**src/rtl/prog_bus_resp_pkg.sv**
```systemverilog
// prog_bus_resp_pkg
//   Shared definitions for the Tiny DSP program-bus responder: program bus
//   widths, responder state encodings and the out-of-range address helper.
//   Imported by prog_bus_resp and prog_bus_resp_ram.
package prog_bus_resp_pkg;

   // Program address is P_ADDR+1 bits wide, program data MSB+1 bits wide.
   localparam int P_ADDR = 15;
   localparam int MSB    = 15;

   // Responder FSM encodings.
   typedef enum logic [1:0] {
      RESP_IDLE = 2'd0,
      RESP_ADDR = 2'd1,
      RESP_BUSY = 2'd2
   } resp_state_e;

   // An address is out of range when any bit above the implemented RAM
   // index (bits [P_ADDR:aw]) is set.
   function automatic logic addr_oor(input logic [P_ADDR:0] addr, input int aw);
      return (addr >> aw) != {(P_ADDR + 1){1'b0}};
   endfunction

endpackage

```
**src/rtl/prog_bus_resp_ram.sv**
```systemverilog
// prog_bus_resp_ram
//   Synchronous single-port program RAM with a registered read port.
//   Ports:
//     clk_i     clock, rising edge
//     reset_i   synchronous active-high reset of the read register only
//     en_i      access enable
//     we_i      write enable (with en_i); a write leaves the read register alone
//     zero_i    on a read, load zero instead of the array word
//     addr_i    word index
//     wdata_i   write data
//     rdata_o   registered read data
module prog_bus_resp_ram
   import prog_bus_resp_pkg::*;
#(
   parameter int AW = 8,
   parameter int DW = MSB + 1
) (
   input  logic          clk_i,
   input  logic          reset_i,
   input  logic          en_i,
   input  logic          we_i,
   input  logic          zero_i,
   input  logic [AW-1:0] addr_i,
   input  logic [DW-1:0] wdata_i,
   output logic [DW-1:0] rdata_o
);

   logic [DW-1:0] mem_q [0:(2**AW)-1];
   logic [DW-1:0] rdata_q;

   // Array write port; the array contents survive reset.
   always_ff @(posedge clk_i) begin
      if (en_i && we_i) begin
         mem_q[addr_i] <= wdata_i;
      end
   end

   // Registered read port; holds its value on writes and idle cycles.
   always_ff @(posedge clk_i) begin
      if (reset_i) begin
         rdata_q <= {DW{1'b0}};
      end else if (en_i && !we_i) begin
         if (zero_i) begin
            rdata_q <= {DW{1'b0}};
         end else begin
            rdata_q <= mem_q[addr_i];
         end
      end
   end

   assign rdata_o = rdata_q;

endmodule

```
**src/rtl/prog_bus_resp.sv**
```systemverilog
// prog_bus_resp
//   Memory-side end of the Tiny DSP program bus. Services master reads and
//   writes from an internal program RAM and flags protocol and address
//   violations.
//   Ports:
//     clk           clock, rising edge
//     reset         synchronous active-high reset
//     as            address strobe from the master
//     read          read enable
//     write         write enable (one-cycle pulse)
//     write_h       write hold
//     address       program address (P_ADDR+1 bits)
//     pad_data_out  write data from the master
//     pad_data_in   registered read data to the master
//     wr_strobe     one-cycle pulse in the cycle after a RAM write commits
//     prot_err      sticky protocol-violation flag
//     addr_err      sticky out-of-range access flag
module prog_bus_resp
   import prog_bus_resp_pkg::*;
#(
   parameter int AW      = 8,
   parameter int TIMEOUT = 7
) (
   input  logic            clk,
   input  logic            reset,
   input  logic            as,
   input  logic            read,
   input  logic            write,
   input  logic            write_h,
   input  logic [P_ADDR:0] address,
   input  logic [MSB:0]    pad_data_out,
   output logic [MSB:0]    pad_data_in,
   output logic            wr_strobe,
   output logic            prot_err,
   output logic            addr_err
);

   localparam int            CW         = $clog2(TIMEOUT + 1);
   localparam logic [CW-1:0] TIMEOUT_C  = CW'(TIMEOUT);
   localparam logic [CW-1:0] TIMEOUT_M1 = CW'(TIMEOUT - 1);

   resp_state_e     state_q, state_d;
   logic [P_ADDR:0] addr_q, addr_d;
   logic [CW-1:0]   cnt_q, cnt_d;
   logic            wr_strobe_q, wr_strobe_d;
   logic            prot_err_q, prot_err_d;
   logic            addr_err_q, addr_err_d;

   logic            oor_in_s;
   logic            oor_lat_s;
   logic            ram_en_s;
   logic            ram_we_s;
   logic [AW-1:0]   ram_addr_s;
   logic [MSB:0]    ram_rdata_s;

   assign oor_in_s  = addr_oor(address, AW);
   assign oor_lat_s = addr_oor(addr_q, AW);

   // Next-state, RAM control and error-flag logic for the responder FSM.
   always_comb begin
      state_d     = state_q;
      addr_d      = addr_q;
      cnt_d       = cnt_q;
      wr_strobe_d = 1'b0;
      prot_err_d  = prot_err_q;
      addr_err_d  = addr_err_q;
      ram_en_s    = 1'b0;
      ram_we_s    = 1'b0;
      ram_addr_s  = addr_q[AW-1:0];

      case (state_q)
         RESP_IDLE: begin
            if (as) begin
               // Address phase: latch the address and prefetch straight from
               // the bus so data is on the pads one clock after as is seen.
               addr_d     = address;
               cnt_d      = {CW{1'b0}};
               ram_en_s   = 1'b1;
               ram_addr_s = address[AW-1:0];
               addr_err_d = addr_err_q | oor_in_s;
               state_d    = RESP_ADDR;
            end else begin
               state_d = RESP_IDLE;
            end
         end

         RESP_ADDR: begin
            if (as && read && !write) begin
               state_d = RESP_BUSY;
            end else if (as && write && write_h && !read) begin
               // Out-of-range writes are dropped silently apart from addr_err,
               // which was already raised in the address phase.
               ram_en_s    = !oor_lat_s;
               ram_we_s    = !oor_lat_s;
               wr_strobe_d = !oor_lat_s;
               state_d     = RESP_BUSY;
            end else begin
               prot_err_d = 1'b1;
               if (as) begin
                  state_d = RESP_BUSY;
               end else begin
                  state_d = RESP_IDLE;
               end
            end
         end

         RESP_BUSY: begin
            if (!as) begin
               state_d = RESP_IDLE;
            end else begin
               // write_h alone is the legal hold phase; anything else is not.
               if (read || write || (address != addr_q)) begin
                  prot_err_d = 1'b1;
               end else begin
                  prot_err_d = prot_err_q;
               end
               if (cnt_q == TIMEOUT_C) begin
                  cnt_d = cnt_q;
               end else begin
                  cnt_d = cnt_q + {{(CW - 1){1'b0}}, 1'b1};
               end
               // The increment taking place now reaches TIMEOUT: abandon the
               // transaction so a stuck master cannot hold the bus forever.
               if (cnt_q >= TIMEOUT_M1) begin
                  prot_err_d = 1'b1;
                  state_d    = RESP_IDLE;
               end else begin
                  state_d = RESP_BUSY;
               end
            end
         end

         default: begin
            state_d = RESP_IDLE;
         end
      endcase
   end

   // FSM state, latched address, timeout counter and registered flags.
   always_ff @(posedge clk) begin
      if (reset) begin
         state_q     <= RESP_IDLE;
         addr_q      <= {(P_ADDR + 1){1'b0}};
         cnt_q       <= {CW{1'b0}};
         wr_strobe_q <= 1'b0;
         prot_err_q  <= 1'b0;
         addr_err_q  <= 1'b0;
      end else begin
         state_q     <= state_d;
         addr_q      <= addr_d;
         cnt_q       <= cnt_d;
         wr_strobe_q <= wr_strobe_d;
         prot_err_q  <= prot_err_d;
         addr_err_q  <= addr_err_d;
      end
   end

   // Reset takes priority over a commit on the same edge so a write that
   // was in flight when reset hit is discarded.
   prog_bus_resp_ram #(
      .AW (AW),
      .DW (MSB + 1)
   ) u_prog_ram (
      .clk_i   (clk),
      .reset_i (reset),
      .en_i    (ram_en_s),
      .we_i    (ram_we_s & ~reset),
      .zero_i  (oor_in_s),
      .addr_i  (ram_addr_s),
      .wdata_i (pad_data_out),
      .rdata_o (ram_rdata_s)
   );

   assign pad_data_in = ram_rdata_s;
   assign wr_strobe   = wr_strobe_q;
   assign prot_err    = prot_err_q;
   assign addr_err    = addr_err_q;

endmodule

```
**config.mk**
```make
export PLATFORM = sky130hd
export DESIGN_NAME = prog_bus_resp
export DESIGN_NICKNAME = d
export VERILOG_FILES = /design/src/rtl/prog_bus_resp_pkg.sv /design/src/rtl/prog_bus_resp_ram.sv /design/src/rtl/prog_bus_resp.sv
export SDC_FILE = /design/constraint.sdc
export NUM_CORES = 2
export LEC_CHECK = 0
export BUFFER_PORTS_ARGS = -buffer_cell sky130_fd_sc_hd__buf_2
export CAP_MARGIN = 40
export CORE_MARGIN = 2
export CORE_UTILIZATION = 35
export DETAILED_ROUTE_END_ITERATION = 12
export GPL_ROUTABILITY_DRIVEN = 1
export PLACE_DENSITY = 0.47
export SLEW_MARGIN = 5
export SYNTH_ARGS = -nofsm -noshare
export SYNTH_HDL_FRONTEND = slang
export SYNTH_SLANG_ARGS = --single-unit
```
**constraint.sdc**
```tcl
create_clock -name clk -period 10.5 [get_ports clk]
set_input_delay 0.525 -clock clk [delete_from_list [all_inputs] [get_ports clk]]
set_output_delay 0.525 -clock clk [all_outputs]
set_load 0.01 [all_outputs]
```
# Word-level counts from Yosys, hierarchy flattened

Memories as Yosys holds them, arrays and structs flattened.
Cells that the tools add are included.

Add/subtract/negate cells: 1
Magnitude comparators: 1
Eq/ne operators: 10
Muxes and demuxes: 27
Reduce and logical (&&, ||, !) cells: 21
Bitwise logic cells: 3

Operators by type and width:

| cell                  | count |
|---|---|
| $reduce_bool A16 Y1   | 2 |
| $mux W16              | 1 |
| $mux W8               | 2 |
| $ne A16 B16 Y1        | 1 |
| $mux W1               | 12 |
| $mux W2               | 5 |
| $ne A2 B2 Y1 const B  | 5 |
| $mux W3               | 3 |
| $logic_and A1 B1 Y1   | 7 |
| $pmux W2 S3           | 1 |
| $pmux W3 S2           | 1 |
| $reduce_and A5 Y1     | 1 |
| $logic_not A1 Y1      | 4 |
| $pmux W1 S2           | 2 |
| $reduce_and A4 Y1     | 1 |
| $reduce_bool A2 Y1    | 2 |
| $add A3 B1 Y3 const B | 1 |
| $eq A3 B3 Y1 const B  | 1 |
| $ge A3 B3 Y1 const B  | 1 |
| $ne A3 B3 Y1 const B  | 1 |
| $eq A2 B1 Y1 const B  | 1 |
| $eq A2 B2 Y1 const B  | 1 |
| $logic_not A2 Y1      | 1 |
| $logic_or A1 B1 Y1    | 2 |
| 4 further kinds       | 4 |

Logic and storage cells: 71
Output and inout bits: 19
Bits in writable memories: 4,096
Flip-flop bits (word level): 40
Input bits: 38
Memories kept: 1

Memory list:

| memory           | depth | width | read ports | clocked after memory_dff | write ports | RTL line                | source |
|---|---|---|---|---|---|---|---|
| u_prog_ram.mem_q | 256   | 16    | 1          | 0                        | 1           | prog_bus_resp_ram.sv:28 | `logic [DW-1:0] mem_q [0:(2**AW)-1];` |

# Depth between registers and ports, before layout

Depth after elaboration: 10
Gate-level depth with buffers: 17
Mapped depth without buffers: 9

# Cells and area by module

A second synthesis with hierarchy kept.

Cell total of the unflattened synthesis: 7,492
Area total of the unflattened synthesis: 159,171.4 um^2

Modules (own cells, without submodules):

| module            | cells an instance | times used | area each (um^2) |
|---|---|---|---|
| prog_bus_resp_ram | 7,359             | 1          | 157,951.5 |
| prog_bus_resp     | 133               | 1          | 1,219.9 |

# Worst setup path after synthesis

OpenSTA, ideal clock, no wires.

Kind: input port to flip-flop
From: input as
To: memory u_prog_ram.mem_q[104][0] (netlist bit), enable pin
Slack: 6.633 ns
Stages on the path: 13
Library setup time: 0.388 ns
Path buffers: 8
Arrival: 3.479 ns
Data required time: 10.112 ns
Cell sequence: or3b_1 -> buf_2 -> a21o_1 -> buf_2 -> buf_2 -> buf_4 -> buf_2 -> clkbuf_1 -> buf_2 -> nor2_1 -> nand2_1 -> clkbuf_1 -> nor2_1

Cells in the longest elaborated chain, start to end: 10
Elaborated cells on any way between the ends: 16
Those cells by class: mux (9); bitwise (1); reduce/logical (6)

RTL lines:

| what                             | RTL line                | source |
|---|---|---|
| from (decl)                      | prog_bus_resp.sv:26     | `input logic as,` |
| $logic_and A1 B1 Y1 (3 in a row) | prog_bus_resp.sv:90     | `end else if (as && write && write_h && !read) begin` |
| $mux W1                          | prog_bus_resp.sv:90     |  |
| $mux W1                          | prog_bus_resp.sv:88     | `if (as && read && !write) begin` |
| $mux W1                          | --                      |  |
| $and A1 B1 Y1                    | prog_bus_resp.sv:167    | `.we_i (ram_we_s & ~reset),` |
| $logic_and A1 B1 Y1              | prog_bus_resp_ram.sv:33 | `if (en_i && we_i) begin` |
| $mux W1                          | prog_bus_resp_ram.sv:33 |  |
| $mux W1 (not written as such)    | prog_bus_resp_ram.sv:34 | `mem_q[addr_i] <= wdata_i;` |
| to (decl)                        | prog_bus_resp_ram.sv:28 |  |

Parallel ways exist; a longest one is shown, timed or not.

# Worst setup path after layout

From: register state_q[1]
To: register u_prog_ram.rdata_q[15] (netlist: u_prog_ram.rdata_o[15])

Cells in the longest elaborated chain, start to end: 5
Elaborated cells on any way between the ends: 10
Those cells by class: eq/ne (1); mux (4); bitwise (1); reduce/logical (3); memory (1)

RTL lines:

| what                                                                     | RTL line                | source |
|---|---|---|
| from (decl)                                                              | prog_bus_resp.sv:42     | `resp_state_e state_q, state_d;` |
| from (signal assigned)                                                   | prog_bus_resp.sv:149    | `state_q <= state_d;` |
| parallel branches: the longest is 5 deep, another holds $mem_v2 Z256 W16 | --                      |  |
| to (signal assigned)                                                     | prog_bus_resp_ram.sv:41 | `rdata_q <= {DW{1'b0}};` |
| to (signal assigned)                                                     | prog_bus_resp_ram.sv:44 | `rdata_q <= {DW{1'b0}};` |
| to (signal assigned)                                                     | prog_bus_resp_ram.sv:46 | `rdata_q <= mem_q[addr_i];` |
| to (decl)                                                                | prog_bus_resp_ram.sv:29 | `logic [DW-1:0] rdata_q;` |

Parallel ways; which one is timed is not known.
A chain may end at the register's enable or synchronous reset.

==> qor.csv <==
stage;metric;value;unit
outcome;status;finished clean;
finish;fillCellCount;42796;
critical_path;endpoint_kind;flop;
detailed_routing;met1_length;255;mm
global_route;first_global_vias;101113;
clock_network;htreeDepth;5;
timing;min_period;6500;ps
detailed_routing;route.met2.wl;288;mm
power_and_ir_drop;p_int;27.4;mW
critical_path;arrival;7400;ps
clock_network;cts_tree;yes;
timing;worstMarginPinSlew;1280;ps
placed_design;dp_hpwl;380;mm
run;cap_viol_max_count;0;
yosys;synth_top_area_cell;edfxtp_1;
worst_hold_path;hold_depth;1;
power_and_ir_drop;seq_power_share;0.497;
detailed_routing;viasPerCell;5.69;
floorplanning;ios;57;
yosys;synth_top_area_frac;0.753;
detailed_routing;ant_nets;0;
critical_path;crit_fanout;128;
detailed_routing;top_layer;met5;
global_route;antenna_found_initial;66;
critical_path;reg2reg_to;u_prog_ram.rdata_o[15];
detailed_routing;vias;108827;
power_and_ir_drop;p_per_area;193;mW/mm²
finish;syn_to_final_growth;15.9;%
global_route;grt_pass1_wl;856;mm
critical_path;required;11400;ps
floorplanning;start_util;0.352;
yosys;syn_nets;12217;
yosys;yosysSeqAreaShare;0.758;
worst_hold_path;min_path_type;primary input to flop;
detailed_routing;drc;0;
timing;hold_ws;40.3;ps
timing;fin_crit_sh;0.619;
worst_hold_path;min-delay-start;pad_data_out[13];
detailed_routing;drtPass1Iterations;8;
floorplanning;rows;250;
clock_network;clk_pin_slew;60;ps
yosys;synth_flop_cell;edfxtp_1;
global_route;globalRouteOverflowTotal;0;
clock_network;clock_latency;1040;ps
global_route;track_usage;0.259;
power_and_ir_drop;power_switching;9.12;mW
timing;setup_violations;0;
yosys;synthCells;12176;
detailed_routing;drt_iter0_drc;15296;
finish;instances_no_fill;19125;
timing;max-slew-margin-rel;0.144;
clock_network;numCtsBuffers;441;
finish;multi_input_area;0.0371;mm²
finish;final_layout_size_suffix_gt1_frac;0.123;
detailed_routing;dr_wl_met3;55.1;mm
timing;finalSetupTns;0;ps
placed_design;dpl.cell_count;18265;
critical_path;reg2reg_depth;13;
critical_path;startpoint_type;flop;
finish;final-seq-area;0.124;mm²
yosys;async_reset_ff_frac;0;
yosys;yosysUniqueCellTypes;73;
detailed_routing;wl_per_cell;32.8;µm
detailed_routing;totalWireLength;628;mm
yosys;synth_seq_cells;4136;
yosys;synth.area.top_cells;edfxtp_1 75%, nand2_1 7.9%, nand3_1 4.6%;
placed_design;io_buffers;56;
critical_path;reg2reg_setup_slack;4000;ps
clock_network;root_buffer;clkbuf_16;
floorplanning;die_y;687;µm
critical_path;crit_type;flop to flop;
power_and_ir_drop;sw_frac_of_total;0.250;
timing;final_hold_viol_count;0;
timing;fmax;154;MHz
finish;fin_util;0.408;
critical_path;r2r-start;state_q[1];
power_and_ir_drop;pwr-share-clk;0.413;
floorplanning;die_area;0.472;mm²
yosys;yosys_warnings;0;
finish;fin_nets;12611;
timing;fin_skew;69.4;ps
clock_network;clock_sinks;4136;
worst_hold_path;holdPathEnd;u_prog_ram.mem_q[239][13];
timing;maxSlewViolCount;0;
floorplanning;fp.coreArea;0.464;mm²
power_and_ir_drop;irDropWorstVdd;154;µV
timing;rsz0062_at_grt;false;
power_and_ir_drop;p_leak;63.1;nW
placed_design;gp_congestion;0.887;
clock_network;clockBufferDepth;4;
global_route;grt_max_degree;168;
yosys;synth_edf_count;4096;
floorplanning;die_width;687;µm
power_and_ir_drop;pwr-share-comb;0.090;
yosys;avgSynthCellArea;13.4;µm²
yosys;syn_area;0.163;mm²
==> power groups by stage <==
| stage | Combinational [mW] | Clock [mW] | Sequential, mW |
|---|---|---|---|
| after global routing | 3.42 | 15.9 | 18.1 |
| final | 3.29 | 15.1 | 18.2 |
| after detailed placement | 3.24 | 0 | 18.5 |
| after floorplan | 1.51 | 0 | 18.5 |
| after CTS | 3.25 | 15.2 | 18.2 |
| after global placement | 3.16 | 0 | 18.5 |
==> metrics by stage <==
stage	total power, mW	worst slack, ps	instance area, µm²
floorplan	20.0	6630	163000
global placement	21.7	2810	173000
detailed placement	21.7	3830	175000
CTS	36.7	3980	189000
global route	37.5	3890	189000
finish	36.5	4000	189000
==> repair_timing <==
item	in CTS	in global routing
hold endpoints to repair	310	0
resized for setup	0	0
hold buffers	30	0
setup buffers	0	0
==> final cells by class <==
cell class	count	area share
repair buffers	721	0.0362
multi-input cells	7244	0.196
diodes	24	0.000317
inverters	26	0.000515
flip-flops and latches	4136	0.654
clock inverters	220	0.00999
clock buffers	580	0.0622
well taps	6174	0.0408
==> Yosys cell counts (21+ instances only) <==
master	number
nor2_1	323
nor3_1	76
and3_1	104
a21oi_1	476
mux2i_1	442
buf_1	97
inv_1	26
buf_2	424
edfxtp_1	4096
nor4_1	67
nand3_1	1492
nand4_1	91
clkbuf_1	237
dfxtp_1	40
o22ai_1	95
a311oi_1	45
a31oi_1	190
a32oi_1	43
a211oi_1	65
o21ai_0	52
a221oi_1	21
nand2_1	3427
==> layout by cell type, fill, tap and decap left out, types with 24 or more instances in the layout <==
master	instances
clkbuf_16	446
bufinv_16	25
clkbuf_1	122
nand3_1	1492
a31oi_1	188
buf_4	514
nor3_1	74
dfxtp_1	39
mux2i_1	434
and3_1	104
diode_2	24
dlygate4sd3_1	30
a21oi_1	476
nand2_2	29
a311oi_1	45
o22ai_1	95
a211oi_1	63
nand2_1	3396
buf_2	55
o21ai_0	48
nor2_2	187
nor4_1	51
clkinv_2	65
buf_8	42
a32oi_1	43
buf_12	32
buf_16	38
clkinv_1	104
inv_1	26
nor2_1	117
nand4_1	91
edfxtp_1	4096
==> critical path, cell delays in order, from the launching register on <==
cell     delay (ps)
dfxtp_1         520
or3b_4          390
buf_4           670
a21o_4          700
buf_12          520
buf_4           690
mux2i_1         370
o22ai_1         130
a31oi_1         190
nand3_1         620
nand3_1         550
nor3_1          150
buf_2           230
a32o_1          270
==> flip-flops by register name, indices dropped and copies added, names as in the netlist <==
name / count
prot_err: 1
wr_strobe: 1
addr_q: 16
u_prog_ram.rdata_o: 16
u_prog_ram.mem_q: 4096
addr_err: 1
cnt_q: 3
state_q: 2
==> worst max path at each step <==
stage | from | endpoint | slack, ps | depth (start not counted)
3_5_place_dp | as | u_prog_ram.rdata_o[8] | 3830 | 13
5_1_grt | state_q[1] | u_prog_ram.rdata_o[15] | 3890 | 13
6_report | state_q[1] | u_prog_ram.rdata_o[15] | 4000 | 13
4_1_cts | state_q[1] | u_prog_ram.rdata_o[8] | 3980 | 12
2_1_floorplan | as | u_prog_ram.mem_q[104][0] | 6630 | 13
3_3_place_gp | as | u_prog_ram.rdata_o[9] | 2810 | 13
==> layer usage <==
layer / global-route usage / vias to the layer above
met3: 0.0430 / 1047
met5: 0 / -
met2: 0.408 / 5491
li1: - / 45726
met4: 0.106 / 16
met1: 0.356 / 56547
==> cells by family after synthesis <==
family	share of synthesized area
and+or+nand+nor	0.147
DFF	0.758
AOI/OAI and AO/OA	0.0427
buffers and inverters	0.0219
muxes	0.0300
xor gates and xnor gates	0.000858
adders and majority gates	0.000230
Note: power is estimated with default switching activity, not from simulation.
